--- config.mk ---
export PLATFORM = sky130hd
export DESIGN_NAME = shufflenet_layer_sequencer
export DESIGN_NICKNAME = d
export VERILOG_FILES = /design/src/rtl/shufflenet_layer_sequencer.sv
export SDC_FILE = /design/constraint.sdc
export NUM_CORES = 1
export LEC_CHECK = 0
export CAP_MARGIN = 25
export CORE_UTILIZATION = 50
export CTS_BUF_LIST = sky130_fd_sc_hd__clkbuf_4
export CTS_CLUSTER_SIZE = 40
export DETAILED_ROUTE_END_ITERATION = 16
export PLACE_DENSITY = 0.9
export SETUP_SLACK_MARGIN = 0.05
export SLEW_MARGIN = 20
export SYNTH_ARGS = -nofsm -noshare
export SYNTH_HDL_FRONTEND = slang
export SYNTH_SLANG_ARGS = --single-unit
--- constraint.sdc ---
create_clock -name clk -period 5.4 [get_ports clk]
set_input_delay 1.08 -clock clk [delete_from_list [all_inputs] [get_ports clk]]
set_output_delay 1.08 -clock clk [all_outputs]
set_load 0.05 [all_outputs]
--- src/rtl/shufflenet_layer_sequencer.sv ---
// Stage -> kernel -> step scheduler for the ShuffleNet datapath: issues weight/feature-map
// strobes, flips the ping-pong BRAM select per stage and pulses result-ready at the end.
module shufflenet_layer_sequencer #(
  parameter int NUM_STAGES = 40,
  parameter int WLOAD_CYC  = 2
) (
  input  logic       clk,
  input  logic       reset,
  input  logic       feature_map_ready,
  input  logic       stall,
  input  logic [6:0] stage_kernels,
  input  logic [6:0] stage_steps,
  output logic       read_kernel_enable,
  output logic       read_featuremap_enable,
  output logic       write_featuremap_enable,
  output logic [5:0] stage_count,
  output logic [5:0] stage_count_next,
  output logic [6:0] kernel_count,
  output logic [6:0] kernel_count_7bit_next,
  output logic [6:0] step_count,
  output logic       select_bramA,
  output logic       shuffleNet_Result_Ready,
  output logic       busy
);

  localparam logic [2:0] ST_IDLE    = 3'd0;
  localparam logic [2:0] ST_LOAD_W  = 3'd1;
  localparam logic [2:0] ST_COMPUTE = 3'd2;
  localparam logic [2:0] ST_WRITE   = 3'd3;
  localparam logic [2:0] ST_DONE    = 3'd4;

  localparam logic [5:0] LAST_STAGE = 6'(NUM_STAGES - 1);
  localparam logic [3:0] WLOAD_LAST = 4'(WLOAD_CYC - 1);

  logic [2:0] state_q,    state_d;
  logic [5:0] stage_q,    stage_d;
  logic [6:0] kernel_q,   kernel_d;
  logic [6:0] step_q,     step_d;
  logic [3:0] wcnt_q,     wcnt_d;
  logic       sel_q,      sel_d;
  logic       fmr_prev_q, fmr_prev_d;

  logic [6:0] eff_kernels;
  logic [6:0] eff_steps;
  logic [6:0] kernels_last;
  logic [6:0] steps_last;
  logic       start;

  // A zero-sized stage from the LUT is run as a single kernel of a single step.
  assign eff_kernels  = (stage_kernels == 7'd0) ? 7'd1 : stage_kernels;
  assign eff_steps    = (stage_steps == 7'd0) ? 7'd1 : stage_steps;
  assign kernels_last = eff_kernels - 7'd1;
  assign steps_last   = eff_steps - 7'd1;
  assign start        = feature_map_ready && !fmr_prev_q;

  // NOTE: every _d gets its hold value first so no path through the case leaves one
  // unassigned; that is what keeps this block from inferring latches.
  always_comb begin
    state_d    = state_q;
    stage_d    = stage_q;
    kernel_d   = kernel_q;
    step_d     = step_q;
    wcnt_d     = wcnt_q;
    sel_d      = sel_q;
    fmr_prev_d = feature_map_ready;

    case (state_q)
      ST_IDLE: begin
        if (start) begin
          state_d  = ST_LOAD_W;
          stage_d  = '0;
          kernel_d = '0;
          step_d   = '0;
          wcnt_d   = '0;
        end
      end

      ST_LOAD_W: begin
        if (!stall) begin
          if (wcnt_q >= WLOAD_LAST) begin
            wcnt_d  = '0;
            step_d  = '0;
            state_d = ST_COMPUTE;
          end else begin
            wcnt_d = wcnt_q + 4'd1;
          end
        end
      end

      ST_COMPUTE: begin
        // Terminal compare before increment keeps step_count from ever wrapping.
        if (!stall) begin
          if (step_q >= steps_last) begin
            state_d = ST_WRITE;
          end else begin
            step_d = step_q + 7'd1;
          end
        end
      end

      ST_WRITE: begin
        if (!stall) begin
          if (kernel_q < kernels_last) begin
            kernel_d = kernel_q + 7'd1;
            step_d   = '0;
            wcnt_d   = '0;
            state_d  = ST_LOAD_W;
          end else if (stage_q < LAST_STAGE) begin
            stage_d  = stage_q + 6'd1;
            kernel_d = '0;
            step_d   = '0;
            wcnt_d   = '0;
            sel_d    = !sel_q;
            state_d  = ST_LOAD_W;
          end else begin
            state_d = ST_DONE;
          end
        end
      end

      ST_DONE: begin
        state_d  = ST_IDLE;
        stage_d  = '0;
        kernel_d = '0;
        step_d   = '0;
        wcnt_d   = '0;
        sel_d    = 1'b0;
      end

      default: begin
        state_d  = ST_IDLE;
        stage_d  = '0;
        kernel_d = '0;
        step_d   = '0;
        wcnt_d   = '0;
        sel_d    = 1'b0;
      end
    endcase
  end

  // NOTE: state registers use non-blocking assignments so every flop samples the
  // pre-edge values of its neighbours, matching the hardware.
  always_ff @(posedge clk) begin
    if (reset) begin
      state_q    <= ST_IDLE;
      stage_q    <= '0;
      kernel_q   <= '0;
      step_q     <= '0;
      wcnt_q     <= '0;
      sel_q      <= 1'b0;
      fmr_prev_q <= 1'b0;
    end else begin
      state_q    <= state_d;
      stage_q    <= stage_d;
      kernel_q   <= kernel_d;
      step_q     <= step_d;
      wcnt_q     <= wcnt_d;
      sel_q      <= sel_d;
      fmr_prev_q <= fmr_prev_d;
    end
  end

  // Moore strobes decoded straight from the state register: mutually exclusive by construction.
  assign read_kernel_enable      = (state_q == ST_LOAD_W);
  assign read_featuremap_enable  = (state_q == ST_COMPUTE);
  assign write_featuremap_enable = (state_q == ST_WRITE);
  assign shuffleNet_Result_Ready = (state_q == ST_DONE);
  assign busy                    = (state_q != ST_IDLE);

  assign stage_count  = stage_q;
  assign kernel_count = kernel_q;
  assign step_count   = step_q;
  assign select_bramA = sel_q;

  // Look-ahead values must also reflect a reset about to be taken at this edge.
  assign stage_count_next       = reset ? 6'd0 : stage_d;
  assign kernel_count_7bit_next = reset ? 7'd0 : kernel_d;

endmodule

==> results of run 1 <==
==> per-stage QoR <==
step	power [W]	cell area (um^2)
2_1_floorplan	0.000302	2140
3_3_place_gp	0.000340	2920
3_5_place_dp	0.000344	2920
4_1_cts	0.000468	3060
5_1_grt	0.000494	3130
6_report	0.000471	3130
==> worst max path at each step <==
stage          cells after the start        startpoint                   endpoint  slack, ns
5_1_grt                           17  stage_kernels[4]  kernel_count_7bit_next[5]      -0.13
3_5_place_dp                      17  stage_kernels[2]        stage_count_next[2]      -0.34
2_1_floorplan                     15  stage_kernels[2]  kernel_count_7bit_next[3]       0.01
6_report                          17  stage_kernels[4]  kernel_count_7bit_next[5]       0.03
4_1_cts                           17  stage_kernels[5]  kernel_count_7bit_next[6]       0.06
3_3_place_gp                      16  stage_kernels[2]        stage_count_next[3]      -0.23
==> layout make-up <==
cell class	count	area (um^2)	area share (%)
sequential	29	581	18.5
timing repair buffer	74	795	25.4
clock inverter	3	12.5	0.400
inverter	16	60.1	1.92
clock buffer	5	37.5	1.20
tap	50	62.6	2.00
multi-input combinational	208	1580	50.6
==> power by group through the flow <==
| stage | Sequential (W) | Clock, W | Combinational, W |
|---|---|---|---|
| finish | 0.000223 | 0.000124 | 0.000124 |
| global route | 0.000224 | 0.000136 | 0.000133 |
| CTS | 0.000223 | 0.000126 | 0.000119 |
| detailed placement | 0.000228 | 0 | 0.000116 |
| global placement | 0.000228 | 0 | 0.000112 |
| floorplan | 0.000224 | 0 | 0.0000773 |
==> layer usage <==
| layer | global-route usage, % | up-vias | routed length, um |
|---|---|---|---|
| li1 | - | 1099 | - |
| met2 | 52.1 | 90 | 3270 |
| met4 | 13.8 | 0 | 138 |
| met5 | 0 | - | 0 |
| met3 | 4.79 | 15 | 332 |
| met1 | 35.8 | 1077 | 2520 |
==> cells in the final DEF (no fill, tap or decap), types with 5 or more instances in the layout <==
cell and instances:
a21oi_1 9, nor3_1 5, ha_1 20, nand2_1 30
xor2_1 5, xnor2_1 6, buf_4 18, o21ai_1 9
o21ai_0 8, dfxtp_1 29, nor2_1 23, clkbuf_4 5
nor2_2 5, inv_1 15, and3_1 5, clkdlybuf4s50_1 36
buf_12 11, nor3b_1 5
==> kinds of logic after synthesis <==
kind of cell / Yosys count
AND/OR/NAND/NOR: 109
AO/OA/AOI/OAI: 63
flip-flops: 29
buffers and inverters: 22
adder cells (fa/ha/maj): 21
XOR/XNOR: 11
multiplexers: 4
==> cells in the mapped netlist (6+ instances only) <==
| cell type | number |
|---|---|
| nand2_1 | 31 |
| dfxtp_1 | 29 |
| nor2_1 | 28 |
| ha_1 | 21 |
| inv_1 | 16 |
| o21ai_0 | 12 |
| a21oi_1 | 11 |
| o21ai_1 | 10 |
| a31oi_1 | 6 |
| nor3_1 | 6 |
| xnor2_1 | 6 |
==> critical path, stage by stage <==
cell and delay (ns):
buf_6 0.09, or4_4 0.54, nor3_4 0.14, nor2_2 0.07, ha_2 0.18, inv_2 0.05, or3_4 0.10, xor2_1 0.14
ha_1 0.27, nand4_1 0.17, nor2_2 0.08, a2111oi_4 0.33, buf_4 0.20, nand4_1 0.14, or3_1 0.41, o21ai_2 0.11
buf_12 0.17
==> registers in the layout (all words and copies together), names as in the netlist <==
signal,count
stage_count,6
step_count,7
state_q,3
select_bramA,1
wcnt_q,4
fmr_prev_q,1
kernel_count,7
==> timing repair <==
| action | in CTS | in global routing |
|---|---|---|
| buffers inserted | 5 | 2 |
| pin swaps | 19 | 14 |
| gates resized for setup | 30 | 15 |
| setup endpoints to repair | 13 | 12 |
==> results.sh, run 1 <==
export IMPL_status="completed"
export IMPL_synth_nets=298
export IMPL_yosys_area_share_xor_xnor_pct=4.60
export IMPL_whs_ns=0.463
export IMPL_routedWlPerCell_um=16.3
export IMPL_ys_types=51
export IMPL_grt_pass1_vias=2265
export IMPL_synth_top_area_cell="dfxtp_1"
export IMPL_period_minus_slack_ns=5.37
export IMPL_cp_arrival_ns=4.29
export IMPL_area_growth_pct=49.6
export IMPL_cts_buffer_depth=2
export IMPL_min_path_type="flop to flop"
export IMPL_grt_max_degree=11
export IMPL_regToRegEndpoint="step_count[5]"
export IMPL_portBuffers=56
export IMPL_antenna_found_initial=0
export IMPL_cap_violations=0
export IMPL_p_leak_nw=1.23
export IMPL_rr_startpoint="kernel_count[4]"
export IMPL_synth_edf_count=0
export IMPL_hpwlAfterDp_um=4480
export IMPL_utilization_pct=78.3
export IMPL_final_cells=385
export IMPL_p_seq_share_pct=47.4
export IMPL_synth_ff_type="dfxtp_1"
export IMPL_drv_slew=0
export IMPL_switchingPower_w=0.000157
export IMPL_maxSlewHeadroom_pct=53.6
export IMPL_worst_setup_path_type="input pin to output port"
export IMPL_cts_root_buf="clkbuf_4"
export IMPL_num_io_pins=57
export IMPL_die_h_um=66.7
export IMPL_rrSetupSlack_ns=2.94
export IMPL_syn_inst=259
export IMPL_p_clk_share_pct=26.4
export IMPL_initial_core_util_pct=52.3
export IMPL_post_place_ws_ns=-0.337
export IMPL_syn_area_um2=2090
export IMPL_fp_dieW_um=66.7
export IMPL_skew_ns=0.0107
export IMPL_comb_power_share_pct=26.2
export IMPL_synth_seq_cells=29
export IMPL_drt_iter0_markers=171
export IMPL_wirelength_um=6260
export IMPL_htreeDepth=2
export IMPL_cts_tree="built"
export IMPL_grt_pass1_wl_um=10200
export IMPL_overflow=0
export IMPL_setup_violations=0
export IMPL_finalHoldViolations=0
export IMPL_synthMuxAreaShare_pct=1.91
export IMPL_finalSetupTns_ns=0
export IMPL_power_density_nw_per_um2=151
export IMPL_path_clk_slew_ns=0.08
export IMPL_worst_setup_path_end_kind="output port"
export IMPL_synth_top_cell_area_share_pct=27.7
export IMPL_rsz0062_at_grt="true"
export IMPL_tightest_slew_ns=0.690
export IMPL_fmax_mhz=186
export IMPL_async_reset_ff_share_pct=0
export IMPL_min_from="wcnt_q[2]"
export IMPL_grt_usage_pct=30.1
export IMPL_ir_drop_uv=134
export IMPL_cts_buffers=5
export IMPL_layout_setup_ws_ns=0.0259
export IMPL_synth_simple_area_share_pct=27.3
export IMPL_n_antenna_cell=0
export IMPL_cp_required_ns=4.32
export IMPL_core_um2=4000
export IMPL_drc=0
export IMPL_synth_top_family_by_area="simple AND/OR/NAND/NOR gates"
export IMPL_synth_area_top_cells="dfxtp_1 28%, ha_1 13%, nand2_1 5.6%"
export IMPL_viasPerCell=5.92
export IMPL_fillers=261
export IMPL_worst_path_max_fanout=6
export IMPL_ant_nets=0
export IMPL_synth_compound_area_share_pct=21.8
export IMPL_worst_r2r_path_depth=9
export IMPL_gp_congestion=0.861
export IMPL_period_share_pct=99.5
export IMPL_sw_frac_of_total_pct=33.2
export IMPL_nets=373
export IMPL_holdPathEnd="wcnt_q[2]"
export IMPL_ys_seq_area_share_pct=27.7
export IMPL_p_int_w=0.000315
export IMPL_cts_sinks=29
export IMPL_synth_fa_ha_area_share_pct=12.6
export IMPL_dr_pass1_iters=5
export IMPL_die_area_um2=4450
export IMPL_rows=23
export IMPL_syn_area_per_cell_um2=8.08
export IMPL_hold_buffers=0
export IMPL_vias=2281
export IMPL_yosysWarnings=0
export IMPL_startpoint_type="input pin"
export IMPL_drive_gt1_share_pct=23.3
export IMPL_worst_skew_pair_late_latency_ns=0.34
export IMPL_placed_cells=370
export IMPL_hold_depth=2
Note: power is estimated with default switching activity, not from simulation.
==> inputs of run 2 (changes only) <==
--- a/config.mk
+++ b/config.mk
@@ -6,11 +6,11 @@
 export NUM_CORES = 1
 export LEC_CHECK = 0
 export CAP_MARGIN = 25
-export CORE_UTILIZATION = 50
+export CORE_UTILIZATION = 40
 export CTS_BUF_LIST = sky130_fd_sc_hd__clkbuf_4
 export CTS_CLUSTER_SIZE = 40
 export DETAILED_ROUTE_END_ITERATION = 16
-export PLACE_DENSITY = 0.9
+export PLACE_DENSITY = 0.76
 export SETUP_SLACK_MARGIN = 0.05
 export SLEW_MARGIN = 20
 export SYNTH_ARGS = -nofsm -noshare
==> results.sh, run 2 (synthesis results as in run 1) <==
export IMPL_tightest_slew_ns=0.623
export IMPL_min_from="wcnt_q[2]"
export IMPL_die_area_um2=5530
export IMPL_slowest_stage="or4_4"
export IMPL_rr_startpoint="kernel_count[4]"
export IMPL_skew_ns=0.00259
export IMPL_p_clk_share_pct=26.7
export IMPL_path_clk_slew_ns=0.09
export IMPL_sw_frac_of_total_pct=32.3
export IMPL_status="completed"
export IMPL_n_antenna_cell=0
export IMPL_crit_chain="buf_6, or4_4, nor3_4, nor2_2, ha_2, inv_2, nor2_2, xnor2_1, ha_1, nand4_1, buf_4, nor2_4, a2111o_1, nand3_2, or4_4, a31oi_4, buf_12"
export IMPL_core_um2=4880
export IMPL_overflow=0
export IMPL_grt_pass1_vias=2024
export IMPL_drt_iter0_markers=126
export IMPL_cts_root_buf="clkbuf_4"
export IMPL_switchingPower_w=0.000153
export IMPL_grt_max_degree=11
export IMPL_maxSlewHeadroom_pct=58.2
export IMPL_p_int_w=0.000320
export IMPL_cp_arrival_ns=4.26
export IMPL_utilization_pct=65.8
export IMPL_post_place_ws_ns=-0.329
export IMPL_initial_core_util_pct=42.9
export IMPL_critPathBufInv=4
export IMPL_min_path_type="flop to flop"
export IMPL_viasPerCell=5.40
export IMPL_portBuffers=56
export IMPL_period_share_pct=98.9
export IMPL_vias=2189
export IMPL_cts_sinks=29
export IMPL_fmax_mhz=187
export IMPL_gp_congestion=0.904
export IMPL_grt_pass1_wl_um=8880
export IMPL_setup_violations=0
export IMPL_area_growth_pct=53.3
export IMPL_fp_dieW_um=74.3
export IMPL_worst_setup_path_type="input pin to output port"
export IMPL_worst_setup_path_end_kind="output port"
export IMPL_cts_buffer_depth=2
export IMPL_worst_path_max_fanout=3
export IMPL_critical_path_top_delay_family="simple AND/OR/NAND/NOR gates"
export IMPL_cap_violations=0
export IMPL_hold_buffers=0
export IMPL_num_io_pins=57
export IMPL_final_common_cell="clkdlybuf4s50_1"
export IMPL_dr_pass1_iters=4
export IMPL_design_area_um2=3210
export IMPL_nets=377
export IMPL_final_cells=405
export IMPL_cp_slowest_stage_delay_ns=0.55
export IMPL_worst_skew_pair_late_latency_ns=0.33
export IMPL_power_density_nw_per_um2=147
export IMPL_crit_start="stage_kernels[2]"
export IMPL_period_minus_slack_ns=5.34
export IMPL_cp_required_ns=4.32
export IMPL_ant_nets=0
export IMPL_rsz0062_at_grt="true"
export IMPL_power_total_w=0.000473
export IMPL_rows=25
export IMPL_ir_drop_uv=151
export IMPL_p_seq_share_pct=47.2
export IMPL_finalHoldViolations=0
export IMPL_wirelength_um=5690
export IMPL_drive_gt1_share_pct=25.1
export IMPL_htreeDepth=2
export IMPL_startpoint_type="input pin"
export IMPL_comb_power_share_pct=26.1
export IMPL_layout_setup_ws_ns=0.0580
export IMPL_cts_tree="built"
export IMPL_dpl_cell_area_um2=2940
export IMPL_hpwlAfterDp_um=4200
export IMPL_antenna_found_initial=0
export IMPL_cts_buffers=5
export IMPL_routedWlPerCell_um=14.1
export IMPL_p_leak_nw=1.25
export IMPL_placed_cells=388
export IMPL_grt_usage_pct=20.8
export IMPL_drv_slew=0
export IMPL_layout_common_cells="36 x clkdlybuf4s50_1, 30 x nand2_1, 29 x dfxtp_1"
export IMPL_drc=0
export IMPL_die_h_um=74.3
-- run 2: area by class of cell --
cell class                      count  area [um^2]
Sequential cell                    29          581
Clock buffer                        6         45.0
Inverter                           16         60.1
Multi-Input combinational cell    208         1620
Tap cell                           67         83.8
Fill cell                         401         1670
Timing Repair Buffer               78          820
Clock inverter                      1         3.75
-- run 2: power groups by stage --
stage          combinational (W)  sequential, W  clock, W
3_5_place_dp            0.000115       0.000228         0
3_3_place_gp            0.000113       0.000228         0
2_1_floorplan          0.0000773       0.000224         0
5_1_grt                 0.000133       0.000224  0.000140
4_1_cts                 0.000119       0.000223  0.000128
6_report                0.000123       0.000223  0.000126
-- run 2: final timing paths --
check / cells past startpoint / endpoint / slack [ns]
worst min register to register: 2 / wcnt_q[2] / 0.47
worst min-delay path: 2 / wcnt_q[2] / 0.47
worst max-delay path: 17 / stage_count_next[3] / 0.06
worst max register to register: 10 / wcnt_q[2] / 2.84
-- run 2: timing repair --
item                                    4_1_cts  5_1_grt
gates resized for setup                      34       17
endpoints found under the setup margin       13       13
buffers inserted                              6        4
pin swaps                                    19       20
-- run 2: through the flow --
stage	hold slack, ns	TNS [ns]
floorplan	0.432	0
global placement	0.446	-2.05
detailed placement	0.462	-3.35
CTS	0.475	0
global route	0.487	-0.561
finish	0.465	0
-- run 2: worst register-to-register path, stage by stage, from the launching register on --
cell and delay (ns):
dfxtp_1 0.46, ha_1 0.30, nand4_1 0.13, nor2_2 0.07
buf_4 0.14, a2111oi_4 0.38, buf_4 0.20, buf_6 0.11
nor3_2 0.06, nor2_1 0.41, mux2i_1 0.24
-- run 2: layer usage --
metal / GRT usage, % / part of all wire, % / up-vias / routed length [um]
met5: 0 / 0 / - / 0
met4: 7.55 / 1.9 / 0 / 110
met3: 4.88 / 5.0 / 13 / 287
met2: 35.4 / 50 / 61 / 2830
met1: 25.6 / 43 / 1008 / 2470
li1: - / - / 1107 / -
==> inputs of run 3 (changes only) <==
--- a/config.mk
+++ b/config.mk
@@ -6,12 +6,13 @@
 export NUM_CORES = 1
 export LEC_CHECK = 0
 export CAP_MARGIN = 25
-export CORE_UTILIZATION = 40
+export CORE_UTILIZATION = 50
 export CTS_BUF_LIST = sky130_fd_sc_hd__clkbuf_4
 export CTS_CLUSTER_SIZE = 40
 export DETAILED_ROUTE_END_ITERATION = 16
-export PLACE_DENSITY = 0.76
+export PLACE_DENSITY = 0.82
 export SETUP_SLACK_MARGIN = 0.05
+export SKIP_LAST_GASP = 1
 export SLEW_MARGIN = 20
 export SYNTH_ARGS = -nofsm -noshare
 export SYNTH_HDL_FRONTEND = slang
==> results.sh, run 3 (synthesis results as in run 1) <==
export IMPL_wirelength_um=5760
export IMPL_worst_setup_path_end_kind="output port"
export IMPL_grt_usage_pct=26.3
export IMPL_cts_buffers=5
export IMPL_post_place_ws_ns=-0.313
export IMPL_grt_pass1_wl_um=8970
export IMPL_num_io_pins=57
export IMPL_tightest_slew_ns=0.599
export IMPL_slowest_stage="or4_4"
export IMPL_cpMostUsedCell="nor2_2"
export IMPL_cts_tree="built"
export IMPL_cap_violations=0
export IMPL_min_from="wcnt_q[2]"
export IMPL_comb_power_share_pct=23.0
export IMPL_rr_startpoint="kernel_count[4]"
export IMPL_portBuffers=56
export IMPL_crit_chain="buf_2, or4_4, nor3_4, nor2_2, ha_2, inv_2, or3_4, xor2_1, ha_1, nand4_1, nor2_2, a2111o_1, buf_6, clkbuf_2, nor2_2, nand2_1, o21ai_2, buf_12"
export IMPL_n_antenna_cell=0
export IMPL_hpwlAfterDp_um=4200
export IMPL_grt_pass1_vias=2049
export IMPL_cts_root_buf="clkbuf_4"
export IMPL_critical_path_top_delay_family="simple AND/OR/NAND/NOR gates"
export IMPL_holdPathEnd="wcnt_q[2]"
export IMPL_rsz0062_at_grt="true"
export IMPL_cp_arrival_ns=4.22
export IMPL_p_int_w=0.000370
export IMPL_viasPerCell=5.82
export IMPL_final_common_cell="clkdlybuf4s50_1"
export IMPL_dr_pass1_iters=5
export IMPL_regToRegEndpoint="wcnt_q[0]"
export IMPL_maxSlewHeadroom_pct=59.7
export IMPL_sw_frac_of_total_pct=30.0
export IMPL_period_share_pct=98.1
export IMPL_finalHoldViolations=0
export IMPL_status="completed"
export IMPL_area_growth_pct=50.2
export IMPL_grt_max_degree=11
export IMPL_antenna_found_initial=0
export IMPL_finalSetupTns_ns=0
export IMPL_initial_core_util_pct=52.3
export IMPL_startpoint_type="input pin"
export IMPL_gp_congestion=0.853
export IMPL_fillers=288
export IMPL_multi_input_area_um2=1560
export IMPL_drc=0
export IMPL_path_clk_slew_ns=0.10
export IMPL_cts_buffer_depth=2
export IMPL_p_leak_nw=1.24
export IMPL_ant_nets=0
export IMPL_drv_slew=0
export IMPL_die_h_um=66.7
export IMPL_skew_ns=0.0127
export IMPL_cp_slowest_stage_delay_ns=0.53
export IMPL_fp_dieW_um=66.7
export IMPL_fmax_mhz=189
export IMPL_layout_setup_ws_ns=0.101
export IMPL_core_um2=4000
export IMPL_nets=373
export IMPL_die_area_um2=4450
export IMPL_overflow=0
export IMPL_switchingPower_w=0.000158
export IMPL_cp_required_ns=4.32
export IMPL_worst_setup_path_type="input pin to output port"
export IMPL_setup_violations=0
export IMPL_htreeDepth=2
export IMPL_p_clk_share_pct=34.6
export IMPL_ir_drop_uv=195
export IMPL_drive_gt1_share_pct=23.0
export IMPL_vias=2239
export IMPL_period_minus_slack_ns=5.30
export IMPL_worst_skew_pair_late_latency_ns=0.34
export IMPL_layout_common_cells="36 x clkdlybuf4s50_1, 29 x nand2_1, 29 x dfxtp_1"
export IMPL_cts_sinks=29
export IMPL_rows=23
export IMPL_worst_path_max_fanout=6
export IMPL_min_path_type="flop to flop"
export IMPL_routedWlPerCell_um=15.0
export IMPL_rrSetupSlack_ns=2.86
export IMPL_worst_r2r_path_depth=9
export IMPL_ff_latch_area_um2=581
export IMPL_hold_depth=2
export IMPL_drt_iter0_markers=109
export IMPL_power_density_nw_per_um2=168
export IMPL_critPathBufInv=5
export IMPL_p_seq_share_pct=42.4
[run 3: cell count changes in the layout (fill, tap and decap cells not counted), moves of 2 or more]
cell	before	now
buf_4	21	18
clkbuf_2	3	1
buf_6	5	3
o21ai_1	9	11
o21ai_0	8	6
nand2_2	0	2
[run 3: power groups by stage]
stage	logic [W]	registers, W	clock network (W)
2_1_floorplan	0.0000773	0.000224	0
3_5_place_dp	0.000116	0.000228	0
3_3_place_gp	0.000113	0.000228	0
4_1_cts	0.000118	0.000223	0.000184
5_1_grt	0.000132	0.000225	0.000194
6_report	0.000121	0.000224	0.000183
[run 3: worst max-delay path by stage]
stage               cells past startpoint              from                         to
floorplan                              15  stage_kernels[2]  kernel_count_7bit_next[3]
global placement                       16  stage_kernels[2]        stage_count_next[3]
detailed placement                     16  stage_kernels[2]  kernel_count_7bit_next[0]
CTS                                    14  stage_kernels[0]  kernel_count_7bit_next[5]
global route                           18  stage_kernels[4]  kernel_count_7bit_next[3]
finish                                 18  stage_kernels[3]  kernel_count_7bit_next[3]
[run 3: metrics by stage]
| stage | util (%) | hold WS, ns | instance area [um^2] | instances | total power [W] |
|---|---|---|---|---|---|
| floorplan | - | 0.432 | 2140 | 259 | 0.000302 |
| detailed placement | 73.3 | 0.451 | 2930 | 371 | 0.000344 |
| finish | 78.6 | 0.462 | 3140 | 385 | 0.000528 |
| CTS | 76.6 | 0.466 | 3060 | 381 | 0.000525 |
| global placement | 73.3 | 0.446 | 2930 | 371 | 0.000341 |
| global route | 78.6 | 0.480 | 3140 | 385 | 0.000551 |
[run 3: repair_timing]
item / in CTS / in global routing
setup buffers: 2 / 4
gates cloned: 0 / 0
pin swaps: 14 / 21
endpoints found under the setup margin: 13 / 12
resized for setup: 30 / 15
hold buffers: 0 / 0
[run 3: cell type report]
| type | count | area share, % |
|---|---|---|
| Timing Repair Buffer | 74 | 25.6 |
| Clock buffer | 6 | 1.43 |
| Inverter | 16 | 1.91 |
| Tap cell | 50 | 1.99 |
| Sequential cell | 29 | 18.5 |
| Clock inverter | 2 | 1.07 |
| Multi-Input combinational cell | 208 | 49.5 |
[run 3: tightest hold or removal path, stage by stage, from the launching register on]
cell,delay (ns)
dfxtp_1,0.32
nand2_1,0.05
mux2i_1,0.05
[run 3: per-layer routing]
layer	up-vias	global-route usage (%)	wire [um]
met5	-	0	0
met4	0	7.98	72
met3	10	5.48	266
met2	61	44.8	2940
met1	1069	32.7	2480
li1	1099	-	-
